[config.mk]
export PLATFORM = sky130hd
export DESIGN_NAME = mulu_seq_x3y3_flat
export DESIGN_NICKNAME = d
export VERILOG_FILES = /design/src/rtl/mulu_seq_x3y3_pkg.sv /design/src/rtl/mulu_seq_x3y3_if.sv /design/src/rtl/mulu_addshift_step.sv /design/src/rtl/mulu_seq_x3y3.sv /design/src/flat_wrapper.sv
export SDC_FILE = /design/constraint.sdc
export NUM_CORES = 1
export LEC_CHECK = 0
export ABC_AREA = 1
export CORE_MARGIN = 10
export CORE_UTILIZATION = 49
export DETAILED_ROUTE_END_ITERATION = 10
export PLACE_DENSITY = 0.71
export SKIP_LAST_GASP = 1
export SLEW_MARGIN = 15
export SYNTH_ARGS = -nofsm -noshare
export SYNTH_HDL_FRONTEND = slang
export SYNTH_SLANG_ARGS = --single-unit
[constraint.sdc]
create_clock -name clk -period 1.61 [get_ports clk]
set_clock_uncertainty 0.15 [all_clocks]
set_input_delay 0.161 -clock clk [delete_from_list [all_inputs] [get_ports clk]]
set_output_delay 0.161 -clock clk [all_outputs]
set_load 0.05 [all_outputs]
[src/rtl/mulu_seq_x3y3_pkg.sv]
// rtl/mulu_seq_x3y3_pkg.sv - shared widths, FSM encoding and counter sizing for mulu_seq_x3y3
// Contents: operand/product widths, iteration counter width, FSM state type.
// Used by both the unsigned build and the MULS_SIGNED_EN build.
package mulu_seq_x3y3_pkg;

  localparam int X_WIDTH = 3;
  localparam int Y_WIDTH = 3;
  localparam int P_WIDTH = X_WIDTH + Y_WIDTH;

  // Counter counts 0..Y_WIDTH-1; keep at least one bit for degenerate widths.
  localparam int CNT_WIDTH = (Y_WIDTH > 1) ? $clog2(Y_WIDTH) : 1;

  typedef enum logic [1:0] {
    ST_IDLE = 2'd0,
    ST_RUN  = 2'd1,
    ST_DONE = 2'd2
  } state_t;

endpackage

[src/rtl/mulu_seq_x3y3_if.sv]
// rtl/mulu_seq_x3y3_if.sv - request/result bundle between a requester and mulu_seq_x3y3
// Signals: start, x, y (requester -> multiplier); p, rdy, busy (multiplier -> requester);
// s (product sign, multiplier -> requester) exists only when MULS_SIGNED_EN is defined.
// Modports: master = requester side, slave = multiplier side.
interface mulu_seq_x3y3_if;
  import mulu_seq_x3y3_pkg::*;

  logic               start;
  logic [X_WIDTH-1:0] x;
  logic [Y_WIDTH-1:0] y;
  logic [P_WIDTH-1:0] p;
  logic               rdy;
  logic               busy;

`ifdef MULS_SIGNED_EN
  logic               s;

  modport master (output start, x, y, input p, s, rdy, busy);
  modport slave  (input start, x, y, output p, s, rdy, busy);
`else
  modport master (output start, x, y, input p, rdy, busy);
  modport slave  (input start, x, y, output p, rdy, busy);
`endif

endinterface

[src/rtl/mulu_addshift_step.sv]
// rtl/mulu_addshift_step.sv - one combinational shift-and-add iteration
// Inputs : acc, mcand (P_WIDTH), mplier (Y_WIDTH)
// Outputs: acc_next, mcand_next, mplier_next
// Holds no state; the parent owns the registers.
module mulu_addshift_step
  import mulu_seq_x3y3_pkg::*;
(
  input  logic [P_WIDTH-1:0] acc,
  input  logic [P_WIDTH-1:0] mcand,
  input  logic [Y_WIDTH-1:0] mplier,
  output logic [P_WIDTH-1:0] acc_next,
  output logic [P_WIDTH-1:0] mcand_next,
  output logic [Y_WIDTH-1:0] mplier_next
);

  // acc cannot overflow: the largest product fits P_WIDTH bits.
  assign acc_next    = mplier[0] ? (acc + mcand) : acc;
  assign mcand_next  = mcand << 1;
  assign mplier_next = mplier >> 1;

endmodule

[src/rtl/mulu_seq_x3y3.sv]
// rtl/mulu_seq_x3y3.sv - sequential shift-and-add multiplier, one partial product per clock
// Ports: clk (rising edge), rst (async, active-low), bus (mulu_seq_x3y3_if.slave:
//   start/x/y in, p/rdy/busy out, s out with MULS_SIGNED_EN).
// Option: MULS_SIGNED_EN -> two's complement operands, p = |x*y|, s = sign (0 when p==0).
module mulu_seq_x3y3
  import mulu_seq_x3y3_pkg::*;
(
  input  logic           clk,
  input  logic           rst,
  mulu_seq_x3y3_if.slave bus
);

  localparam logic [CNT_WIDTH-1:0] LAST_CNT = CNT_WIDTH'(Y_WIDTH - 1);

  state_t             state_q;
  state_t             state_d;
  logic [P_WIDTH-1:0] acc_q;
  logic [P_WIDTH-1:0] mcand_q;
  logic [Y_WIDTH-1:0] mplier_q;
  logic [CNT_WIDTH-1:0] cnt_q;
  logic [P_WIDTH-1:0] p_q;
  logic               rdy_q;
  logic               busy_q;

  logic [P_WIDTH-1:0] acc_n;
  logic [P_WIDTH-1:0] mcand_n;
  logic [Y_WIDTH-1:0] mplier_n;

  logic               load;
  logic               step;
  logic               finish;

  logic [X_WIDTH-1:0] x_mag;
  logic [Y_WIDTH-1:0] y_mag;

`ifdef MULS_SIGNED_EN
  logic sign_q;
  logic s_q;

  // |-2^(W-1)| wraps to 2^(W-1), which is still correct read as unsigned.
  assign x_mag = bus.x[X_WIDTH-1] ? (~bus.x + X_WIDTH'(1)) : bus.x;
  assign y_mag = bus.y[Y_WIDTH-1] ? (~bus.y + Y_WIDTH'(1)) : bus.y;

  always_ff @(posedge clk or negedge rst) begin
    if (!rst) begin
      sign_q <= 1'b0;
      s_q    <= 1'b0;
    end else if (load) begin
      sign_q <= bus.x[X_WIDTH-1] ^ bus.y[Y_WIDTH-1];
    end else if (finish) begin
      // A zero product is never reported as negative.
      s_q <= sign_q & (acc_n != '0);
    end
  end

  assign bus.s = s_q;
`else
  assign x_mag = bus.x;
  assign y_mag = bus.y;
`endif

  mulu_addshift_step u_step (
    .acc         (acc_q),
    .mcand       (mcand_q),
    .mplier      (mplier_q),
    .acc_next    (acc_n),
    .mcand_next  (mcand_n),
    .mplier_next (mplier_n)
  );

  // State register
  always_ff @(posedge clk or negedge rst) begin
    if (!rst) begin
      state_q <= ST_IDLE;
    end else begin
      state_q <= state_d;
    end
  end

  // Next-state logic; the unused encoding falls back to IDLE.
  always_comb begin
    state_d = state_q;
    case (state_q)
      ST_IDLE: if (bus.start) state_d = ST_RUN;
      ST_RUN:  if (cnt_q == LAST_CNT) state_d = ST_DONE;
      ST_DONE: if (bus.start) state_d = ST_RUN;
      default: state_d = ST_IDLE;
    endcase
  end

  // Control decode; start during RUN is simply not looked at.
  always_comb begin
    load   = 1'b0;
    step   = 1'b0;
    finish = 1'b0;
    case (state_q)
      ST_IDLE, ST_DONE: load = bus.start;
      ST_RUN: begin
        step   = 1'b1;
        finish = (cnt_q == LAST_CNT);
      end
      default: begin
        load = 1'b0;
      end
    endcase
  end

  // Datapath. p is only written on the final iteration, so it stays
  // stable through a following run until the new product is ready.
  always_ff @(posedge clk or negedge rst) begin
    if (!rst) begin
      acc_q    <= '0;
      mcand_q  <= '0;
      mplier_q <= '0;
      cnt_q    <= '0;
      p_q      <= '0;
      rdy_q    <= 1'b0;
      busy_q   <= 1'b0;
    end else if (load) begin
      acc_q    <= '0;
      mcand_q  <= {{(P_WIDTH-X_WIDTH){1'b0}}, x_mag};
      mplier_q <= y_mag;
      cnt_q    <= '0;
      rdy_q    <= 1'b0;
      busy_q   <= 1'b1;
    end else if (step) begin
      acc_q    <= acc_n;
      mcand_q  <= mcand_n;
      mplier_q <= mplier_n;
      cnt_q    <= cnt_q + CNT_WIDTH'(1);
      if (finish) begin
        p_q    <= acc_n;
        rdy_q  <= 1'b1;
        busy_q <= 1'b0;
      end
    end
  end

  assign bus.p    = p_q;
  assign bus.rdy  = rdy_q;
  assign bus.busy = busy_q;

endmodule

[src/flat_wrapper.sv]
// flat-port wrapper written by rule: the top's interface ports become plain ports
module mulu_seq_x3y3_flat import mulu_seq_x3y3_pkg::*;
  (clk, rst, bus_start, bus_x, bus_y, bus_p, bus_rdy, bus_busy);
  mulu_seq_x3y3_if bus_i ();
  input  logic clk;
  input  logic rst;
  input wire logic [$bits(bus_i.start)-1:0] bus_start;
  input wire logic [$bits(bus_i.x)-1:0] bus_x;
  input wire logic [$bits(bus_i.y)-1:0] bus_y;
  output wire logic [$bits(bus_i.p)-1:0] bus_p;
  output wire logic [$bits(bus_i.rdy)-1:0] bus_rdy;
  output wire logic [$bits(bus_i.busy)-1:0] bus_busy;
  assign bus_i.start = bus_start;
  assign bus_i.x = bus_x;
  assign bus_i.y = bus_y;
  assign bus_p = bus_i.p;
  assign bus_rdy = bus_i.rdy;
  assign bus_busy = bus_i.busy;
  mulu_seq_x3y3 u_core (.clk(clk), .rst(rst), .bus(bus_i));
endmodule
==> impl_results.md, run 1 <==
- Final Hold Viols: 0
- # rows: 19
- Fraction of layout cells with a size suffix above 1: 0.229
- H-tree depth: 1
- Pin slew with the least headroom to its limit: 403 ps
- Max-cap violation count: 0
- WS Path Type: flop to flop
- Initial antenna violation count: 0
- Hold_buf cts: 0
- DRT iter0 DRCs: 54
- CP Max Fanout: 2
- Final worst path period share: 1.07
- Final setup viols: 6
- Area Overhead vs Synth: 20.8%
- Ports: 17
- Aggregate global-route resource usage: 0.116
- Starting density of the core: 0.507
- Clk Latency, worst-skew pair: 330 ps
- Vias in the first global route: 1102
- Area after DPL: 0.00155 sq mm
- RSZ-0062 raised after global routing: true
- CP Data Arrival Time: 1820 ps
- Min Tclk post-route: 1720 ps
- Number of synthesized register bits: 27
- Worst rel slew slack: 0.731
- Via count: 1100
- Worst-path clk slew: 150 ps
- Clock root cell: clkbuf_4
- Netlist cell types: 26
- Fmax: 0.580 GHz
- Die W: 73.0 um
- Fin area: 0.00166 sq mm
- Failing checks: setup timing
- Commonest non-fill, non-tap cells in the layout: nand2_1, dfrtp_1, inv_1
- Syn nets: 172
- Vias per cell: 5.24
- Hold crit path type: primary input to asynchronous set/reset pin
- DRC Markers: 0
- Wire per inst: 13.6 um
- Diode count: 0
- Commonest non-fill, non-tap cell in the layout: nand2_1
- Placer Congestion: 0.845
- CTS tree: yes
- Clock Path Buffers: 2
- Overflow after GRT: 0
- Pwr per Cell Area: 2080 mW/mm^2
- Crit end category: flop
- Static Leak: 0.000819 uW
- Die area: 0.00533 sq mm
- Yosys top cell area share: 0.491
- Synth area leader: dfrtp_1
- Area contributors post-synth: dfrtp_1, nand2_1, inv_1
- Die Y-Extent: 73.0 um
- VDD IR max: 1.60 mV
- TritonRoute pass-1 iters: 4
- Worst Setup Start Kind: flop
- Sequential cell area fraction in the yosys report: 0.491
- CTS Buf Count: 3
- Ys Warns: 0
- CTS Sinks: 27
- Core region area: 0.00271 sq mm
- Mapped Cells: 156
- Fin util: 0.613
- Largest net degree at the start of global routing: 28
- First-pass GRT wire length: 4990 um
- Max-slew violations: 0
- Final layout net count: 196
- Outcome: finished with violations
- FILL cells: 239
- Post-route ant nets: 0
- IO buf count: 16
- Synthesized area per cell: 8.81 sq um
- WP data required: 1700 ps
- Syn Std Cell Area: 0.00138 sq mm
- Setup ws final: -114 ps
- Detailed Route WL: 2850 um
- Hpwl dp: 2150 um
==> per-layer routing <==
layer  vias up  global-route usage  wire length (um)
li1        549                   -                 -
met1       531               0.150              1290
met2        16               0.178              1410
met3         4              0.0245               117
met4         0              0.0549                29
met5         -                   0                 0
==> report_power, final <==
part | switching, uW | leakage (uW) | internal, uW | total (uW)
clock | 201 | 0.0000139 | 95.0 | 296
combinational | 1240 | 0.000461 | 728 | 1970
sequential | 232 | 0.000344 | 958 | 1190
total | 1670 | 0.000819 | 1780 | 3450
==> sequential cells by signal, summed over array words and instances, names as in the netlist <==
register,flops
u_core.bus.p,6
u_core.acc_q,6
u_core.mcand_q,6
u_core.mplier_q,3
u_core.cnt_q,2
u_core.state_q,2
u_core.bus.rdy,1
u_core.bus.busy,1
==> worst max-delay path, stage by stage, from the launching register on <==
cell and delay, ps:
dfrtp_1 410, ha_2 200, fa_2 350, nand2_2 90, a21oi_2 60, o21bai_1 150, nand3_2 100, nand3_1 90
nand2_1 50
==> repair_timing <==
item | 4_1_cts | 5_1_grt
endpoints found under the setup margin | 8 | 10
pin swaps | 0 | 2
gates resized for setup | 2 | 5
setup buffers | 3 | 1
==> area by class of cell <==
type                    instances  area [sq um]  area share
clock buffers                   3          22.5      0.0136
clock inverters                 1          7.51     0.00452
inverters                      26           100      0.0602
multi-input cells              99           624       0.376
flip-flops and latches         27           676       0.407
well taps                      31          38.8      0.0233
repair buffers                 23           193       0.116
==> cell families after synthesis <==
group                    share of synthesized area
AND/OR/NAND/NOR                              0.202
adder cells (fa/ha/maj)                     0.0692
buffers and inverters                        0.101
AO/OA/AOI/OAI                                0.136
flip-flops                                   0.491
==> Yosys cell counts (all sizes together) <==
library cell and number:
o21ai 14, nand3 10, or2 1, nor2 5, fa 1, nand2 47, dfrtp 27, o31ai 1
nand4 1, buf 4, o21bai 1, inv 26, o221ai 4, a21oi 3, ha 6, o22ai 5
==> path summary, 6_finish.rpt <==
path | depth (start not counted) | slack, ps | endpoint | from
hold / removal | 2 | 30 | u_core.acc_q[4]$_DFFE_PN0P_ | rst
setup reg to reg | 8 | -110 | u_core.bus.p[4]$_DFFE_PN0P_ | u_core.mcand_q[0]$_DFFE_PN0P_
setup / recovery | 8 | -110 | u_core.bus.p[4]$_DFFE_PN0P_ | u_core.mcand_q[0]$_DFFE_PN0P_
hold reg to reg | 1 | 340 | u_core.state_q[1]$_DFFE_PN0P_ | u_core.state_q[0]$_DFFE_PN0P_
min in group clk | 3 | 230 | u_core.mplier_q[2]$_DFFE_PN0P_ | bus_y[2]
max in group asynchronous | 2 | 1010 | u_core.mcand_q[3]$_DFFE_PN0P_ | rst
==> through the flow <==
stage / std cells / hold slack, ps / total power, uW / worst slack [ps] / setup TNS (ps)
after floorplan: 156 / -285 / 2590 / 9.94 / 0
after global placement: 202 / 309 / 2930 / -51.4 / -110
after detailed placement: 202 / 322 / 2990 / -130 / -428
after CTS: 209 / 37.9 / 3380 / -127 / -399
after global routing: 210 / 27.2 / 3770 / -222 / -1290
final: 210 / 26.9 / 3450 / -114 / -494
Power figures use the tool's default switching activity.
==> run 2, diff against run 1 <==
==> constraint.sdc (replaced) <==
create_clock -name clk -period 1.61 [get_ports clk]
set_clock_uncertainty 0.15 [all_clocks]
set_input_delay 0.322 -clock clk [delete_from_list [all_inputs] [get_ports clk]]
set_output_delay 0.322 -clock clk [all_outputs]
set_load 0.05 [all_outputs]
==> impl_results.md, run 2 (synthesis gave the netlist of run 1 again) <==
- Fin area: 0.00180 sq mm (+8.6%)
- CTS Sinks: 27 (unchanged)
- Crit-path cells: ha_2 > fa_2 > nand2_2 > a21oi_2 > o21bai_1 > nand3_1 > nand3_1 > nand2_1
- TritonRoute pass-1 iters: 5 (+1)
- # rows: 19 (unchanged)
- Ports: 17 (unchanged)
- Worst rel slew slack: 0.761 (+0.0295)
- CTS Buf Count: 3 (unchanged)
- Diode count: 0 (unchanged)
- Max-cap violation count: 0 (unchanged)
- Die area: 0.00533 sq mm (unchanged)
- Min Tclk post-route: 1740 ps (+17.3 ps)
- Clock root cell: clkbuf_4
- CP max stage delay: 420 ps (about the same)
- DRT iter0 DRCs: 74 (+37%)
- CP Data Arrival Time: 1840 ps (+20 ps)
- Hold WS: 180 ps (+154 ps)
- Cell mode on critical path: nand3_1
- Area after DPL: 0.00167 sq mm (+8.3%)
- Die Y-Extent: 73.0 um (unchanged)
- Wire per inst: 14.3 um (+5.2%)
- Hpwl dp: 2200 um (+2.3%)
- Worst-path clk slew: 160 ps (about the same)
- DRC Markers: 0 (unchanged)
- H-tree depth: 1 (unchanged)
- Outcome: finished with violations
- Design Power: 3820 uW (+11%)
- First-pass GRT wire length: 5170 um (+3.6%)
- Hold crit path type: primary input to asynchronous set/reset pin
- Final Hold Viols: 0 (unchanged)
- R2R Path Start: u_core.mcand_q[0]$_DFFE_PN0P_
- Crit path max-delay cell type: dfrtp_1
- Placer Congestion: 0.778 (-8.0%)
- CTS tree: yes
- Post-place setup slack: -98.5 ps (+31.6 ps)
- Initial antenna violation count: 0 (unchanged)
- VDD IR max: 1.53 mV (-4.9%)
- Final layout net count: 199 (+1.5%)
- Failing checks: setup timing
- Commonest non-fill, non-tap cell in the layout: nand2_1
- Largest net degree at the start of global routing: 28 (unchanged)
- Core region area: 0.00271 sq mm (unchanged)
- RSZ-0062 raised after global routing: true
- Die W: 73.0 um (unchanged)
- Aggregate global-route resource usage: 0.119 (+0.00286)
- Crit end category: flop
- Clk Latency, worst-skew pair: 330 ps (about the same)
- Worst Reg-to-Reg Cells: 8 (unchanged)
- Post-route ant nets: 0 (unchanged)
- IO buf count: 16 (unchanged)
- Detailed Route WL: 3040 um (+6.7%)
- WP data required: 1710 ps (about the same)
- CP Max Fanout: 2 (unchanged)
- Fraction of layout cells with a size suffix above 1: 0.253 (+0.0237)
- Commonest non-fill, non-tap cells in the layout: nand2_1, dfrtp_1, inv_1
- R2R Setup Slk: -130 ps (-20 ps)
- Static Leak: 0.000872 uW (+6.4%)
- Final worst path period share: 1.08 (+0.0107)
- Setup ws final: -131 ps (-17.3 ps)
- WS Path Type: flop to flop
- Clock Path Buffers: 2 (unchanged)
- Max-slew violations: 0 (unchanged)
- Worst Setup Start Kind: flop
- Fmax: 0.574 GHz (-0.99%)
- Pwr per Cell Area: 2120 mW/mm^2 (+1.8%)
- Via count: 1089 (-1.0%)
- Area Overhead vs Synth: 31.2%
- Final setup viols: 10 (+4)
- Vias per cell: 5.11 (-2.4%)
- Pin slew with the least headroom to its limit: 359 ps (-44.3 ps)
- FILL cells: 227 (-5.0%)
- Vias in the first global route: 1151 (+4.4%)
- Worst R2R End: u_core.acc_q[4]$_DFFE_PN0P_
- Starting density of the core: 0.507 (unchanged)
- Worst Setup SP: u_core.mcand_q[0]$_DFFE_PN0P_
- Overflow after GRT: 0 (unchanged)
run 2: final cells by class:
type	count	area [sq um]	share of cell area
tap	31	38.8	0.0215
sequential	27	676	0.374
timing repair buffer	26	328	0.182
inverter	26	100	0.0555
multi-input combinational	99	632	0.350
clock inverter	1	7.51	0.00416
clock buffer	3	22.5	0.0125
run 2: per-layer routing:
metal  vias to the layer above  track usage  share of wire
met2                        17        0.197           0.51
li1                        554            -              -
met1                       514        0.143           0.45
met5                         -            0              0
met3                         4       0.0177          0.024
met4                         0       0.0633          0.015
run 2: worst max-delay path: cells and delay by family, from the launching register on:
family	cells	cell delay [ps]
AO/OA/AOI/OAI	2	210
flip-flops	1	420
adder cells (fa/ha/maj)	2	550
AND/OR/NAND/NOR	4	340
run 2: metrics by stage:
| stage | setup TNS (ps) | utilization | std cells |
|---|---|---|---|
| floorplan | 0 | - | 156 |
| global placement | -105 | 0.617 | 204 |
| detailed placement | -354 | 0.617 | 204 |
| CTS | -287 | 0.640 | 210 |
| global route | -1530 | 0.666 | 213 |
| finish | -857 | 0.666 | 213 |
run 2: timing repair:
item,in CTS,in global routing
pin swaps,0,2
hold buffers,0,0
buffers inserted,2,3
setup endpoints to repair,7,10
gates resized for setup,2,9
gates cloned,0,0
run 2: where the power goes:
group          leakage [uW]  internal, uW  total, uW  switching [uW]
logic              0.000514          1000       2270            1270
clock network     0.0000139          95.1        307             212
registers          0.000344           959       1240             284
run 2: worst max-delay path by stage:
stage / to / slack (ps) / cells after the start
2_1_floorplan: u_core.bus.p[4]$_DFFE_PN0P_ / 10 / 8
3_3_place_gp: u_core.bus.p[4]$_DFFE_PN0P_ / -40 / 8
3_5_place_dp: u_core.acc_q[4]$_DFFE_PN0P_ / -100 / 8
4_1_cts: u_core.bus.p[4]$_DFFE_PN0P_ / -90 / 8
5_1_grt: u_core.acc_q[4]$_DFFE_PN0P_ / -280 / 8
6_report: u_core.acc_q[4]$_DFFE_PN0P_ / -130 / 8
==> run 3, diff against run 2 <==
RECOVER_POWER = 50   (was default)
==> impl_results.md, run 3 (synthesis gave the netlist of run 1 again) <==
- IO buf count: 16 (unchanged)
- First-pass GRT wire length: 5170 um (unchanged)
- Commonest non-fill, non-tap cell in the layout: nand2_1
- Design Power: 3820 uW (about the same)
- Diode count: 0 (unchanged)
- Placer Congestion: 0.778 (unchanged)
- Hold_buf cts: 0 (unchanged)
- RSZ-0062 raised after global routing: true
- H-tree depth: 1 (unchanged)
- Overflow after GRT: 0 (unchanged)
- CTS tree: yes
- Final worst path period share: 1.08 (unchanged)
- Combinational Power Share: 0.594 (about the same)
- DRT iter0 DRCs: 74 (unchanged)
- R2R Path Start: u_core.mcand_q[0]$_DFFE_PN0P_
- Commonest non-fill, non-tap cells in the layout: nand2_1, dfrtp_1, inv_1
- # rows: 19 (unchanged)
- Vias in the first global route: 1151 (unchanged)
- Worst R2R End: u_core.acc_q[4]$_DFFE_PN0P_
- Setup ws final: -131 ps (unchanged)
- Die W: 73.0 um (unchanged)
- Crit end category: flop
- M2 GR Usage: 0.197 (unchanged)
- Fin util: 0.665 (-0.000923)
- VDD IR max: 1.53 mV (about the same)
- FILL cells: 228 (+0.44%)
- CTS Buf Count: 3 (unchanged)
- Clock root cell: clkbuf_4
- Setup tns final: -857 ps (unchanged)
- Ports: 17 (unchanged)
- Static Leak: 0.000872 uW (about the same)
- Area Overhead vs Synth: 31.0%
- Internal power: 2050 uW (about the same)
- GRT busiest layer: met2
- Register share of total power: 0.326 (about the same)
- Worst hold stages: 1
- Met3 global-route usage: 0.0177 (unchanged)
- Met1 Use GR: 0.143 (unchanged)
- Fmax: 0.574 GHz (unchanged)
- Fraction of layout cells with a size suffix above 1: 0.253 (unchanged)
- CP Data Arrival Time: 1840 ps (about the same)
- Die Y-Extent: 73.0 um (unchanged)
- Core region area: 0.00271 sq mm (unchanged)
- Worst rel slew slack: 0.555 (-0.206)
- CP Max Fanout: 2 (unchanged)
- Detailed Route WL: 3040 um (about the same)
- Hold crit path type: flop to flop
- TritonRoute pass-1 iters: 5 (unchanged)
- CTS Sinks: 27 (unchanged)
- WS Path Type: flop to flop
- Failing checks: setup timing
- WP data required: 1710 ps (about the same)
- Final Hold Viols: 0 (unchanged)
- DRC Markers: 0 (unchanged)
- Aggregate global-route resource usage: 0.119 (unchanged)
- Final std cells w/o fill: 213 (unchanged)
- Worst Reg-to-Reg Cells: 8 (unchanged)
- Vias per cell: 5.11 (unchanged)
- Min Tclk post-route: 1740 ps (unchanged)
- Hold Path End: u_core.state_q[1]$_DFFE_PN0P_
- Largest net degree at the start of global routing: 28 (unchanged)
- Worst Setup Start Kind: flop
- Clock Path Buffers: 2 (unchanged)
- Max-cap violation count: 0 (unchanged)
- Worst-path clk slew: 160 ps (about the same)
- Initial antenna violation count: 0 (unchanged)
- Starting density of the core: 0.507 (unchanged)
- Final layout net count: 199 (unchanged)
- Pin slew with the least headroom to its limit: 668 ps (+309 ps)
- Post-route ant nets: 0 (unchanged)
- Max-slew violations: 0 (unchanged)
- Worst hold path startpoint: u_core.state_q[0]$_DFFE_PN0P_
- Hpwl dp: 2200 um (unchanged)
- Wire per inst: 14.3 um (about the same)
- Net Sw Frac: 0.462 (about the same)
- Clock power frac: 0.080 (about the same)
- Die area: 0.00533 sq mm (unchanged)
- R2R Setup Slk: -130 ps (about the same)
- Placed cell count: 204 (unchanged)
- Pwr per Cell Area: 2120 mW/mm^2 (+0.10%)
- Outcome: finished with violations
- Net switching power: 1760 uW (about the same)
- Clk Latency, worst-skew pair: 330 ps (about the same)
- Final setup viols: 10 (unchanged)
- Via count: 1089 (unchanged)
[run 3: cell count changes in the layout (fill, tap and decap cells not counted), sizes merged]
cell	change
clkdlybuf4s50	-1
dlygate4sd3	+1
clkbuf	+1
buf	-1
[run 3: worst max-delay path, stage by stage (launching register included)]
cell and delay (ps):
dfrtp_1 420, ha_2 200, fa_2 350, nand2_2 90
a21oi_2 60, o21bai_1 150, nand3_1 110, nand3_1 90
nand2_1 50
[run 3: worst max-delay path by stage]
stage                                   from                           to  slack, ps  cells after the start
2_1_floorplan  u_core.mcand_q[0]$_DFFE_PN0P_  u_core.bus.p[4]$_DFFE_PN0P_         10                      8
3_3_place_gp   u_core.mcand_q[0]$_DFFE_PN0P_  u_core.bus.p[4]$_DFFE_PN0P_        -40                      8
3_5_place_dp   u_core.mcand_q[0]$_DFFE_PN0P_  u_core.acc_q[4]$_DFFE_PN0P_       -100                      8
4_1_cts        u_core.mcand_q[0]$_DFFE_PN0P_  u_core.bus.p[4]$_DFFE_PN0P_        -90                      8
5_1_grt        u_core.mcand_q[0]$_DFFE_PN0P_  u_core.acc_q[4]$_DFFE_PN0P_       -280                      8
6_report       u_core.mcand_q[0]$_DFFE_PN0P_  u_core.acc_q[4]$_DFFE_PN0P_       -130                      8
[run 3: power by group through the flow]
stage               combinational (uW)  clock [uW]  sequential [uW]
CTS                               2130         314             1220
finish                            2270         307             1240
floorplan                         1200           0             1390
global route                      2500         335             1280
detailed placement                2070           0             1230
global placement                  2020           0             1210
[run 3: layout make-up]
class,count,area (sq um),area share
Multi-Input combinational cell,99,632,0.351
Sequential cell,27,676,0.375
Clock buffer,3,22.5,0.0125
Inverter,26,100,0.0556
Tap cell,31,38.8,0.0215
Clock inverter,1,7.51,0.00417
Timing Repair Buffer,26,325,0.181
[run 3: what timing repair did]
item / 4_1_cts / 5_1_grt
gates resized for setup: 2 / 9
buffers inserted: 2 / 3
pin swaps: 0 / 2
endpoints found under the setup margin: 7 / 10
[run 3: layer usage]
| layer | wire [um] | vias to the layer above |
|---|---|---|
| met5 | 0 | - |
| met2 | 1550 | 17 |
| met4 | 46 | 0 |
| li1 | - | 554 |
| met3 | 73 | 4 |
| met1 | 1370 | 514 |
[run 3: per-stage QoR]
stage / setup slack, ps / hold WS (ps) / cell area (sq um)
final: -131 / 345 / 1800
after global routing: -279 / 358 / 1800
after CTS: -89.6 / 190 / 1730
after detailed placement: -98.5 / 328 / 1670
after global placement: -44.1 / 306 / 1670
after floorplan: 9.94 / -124 / 1380
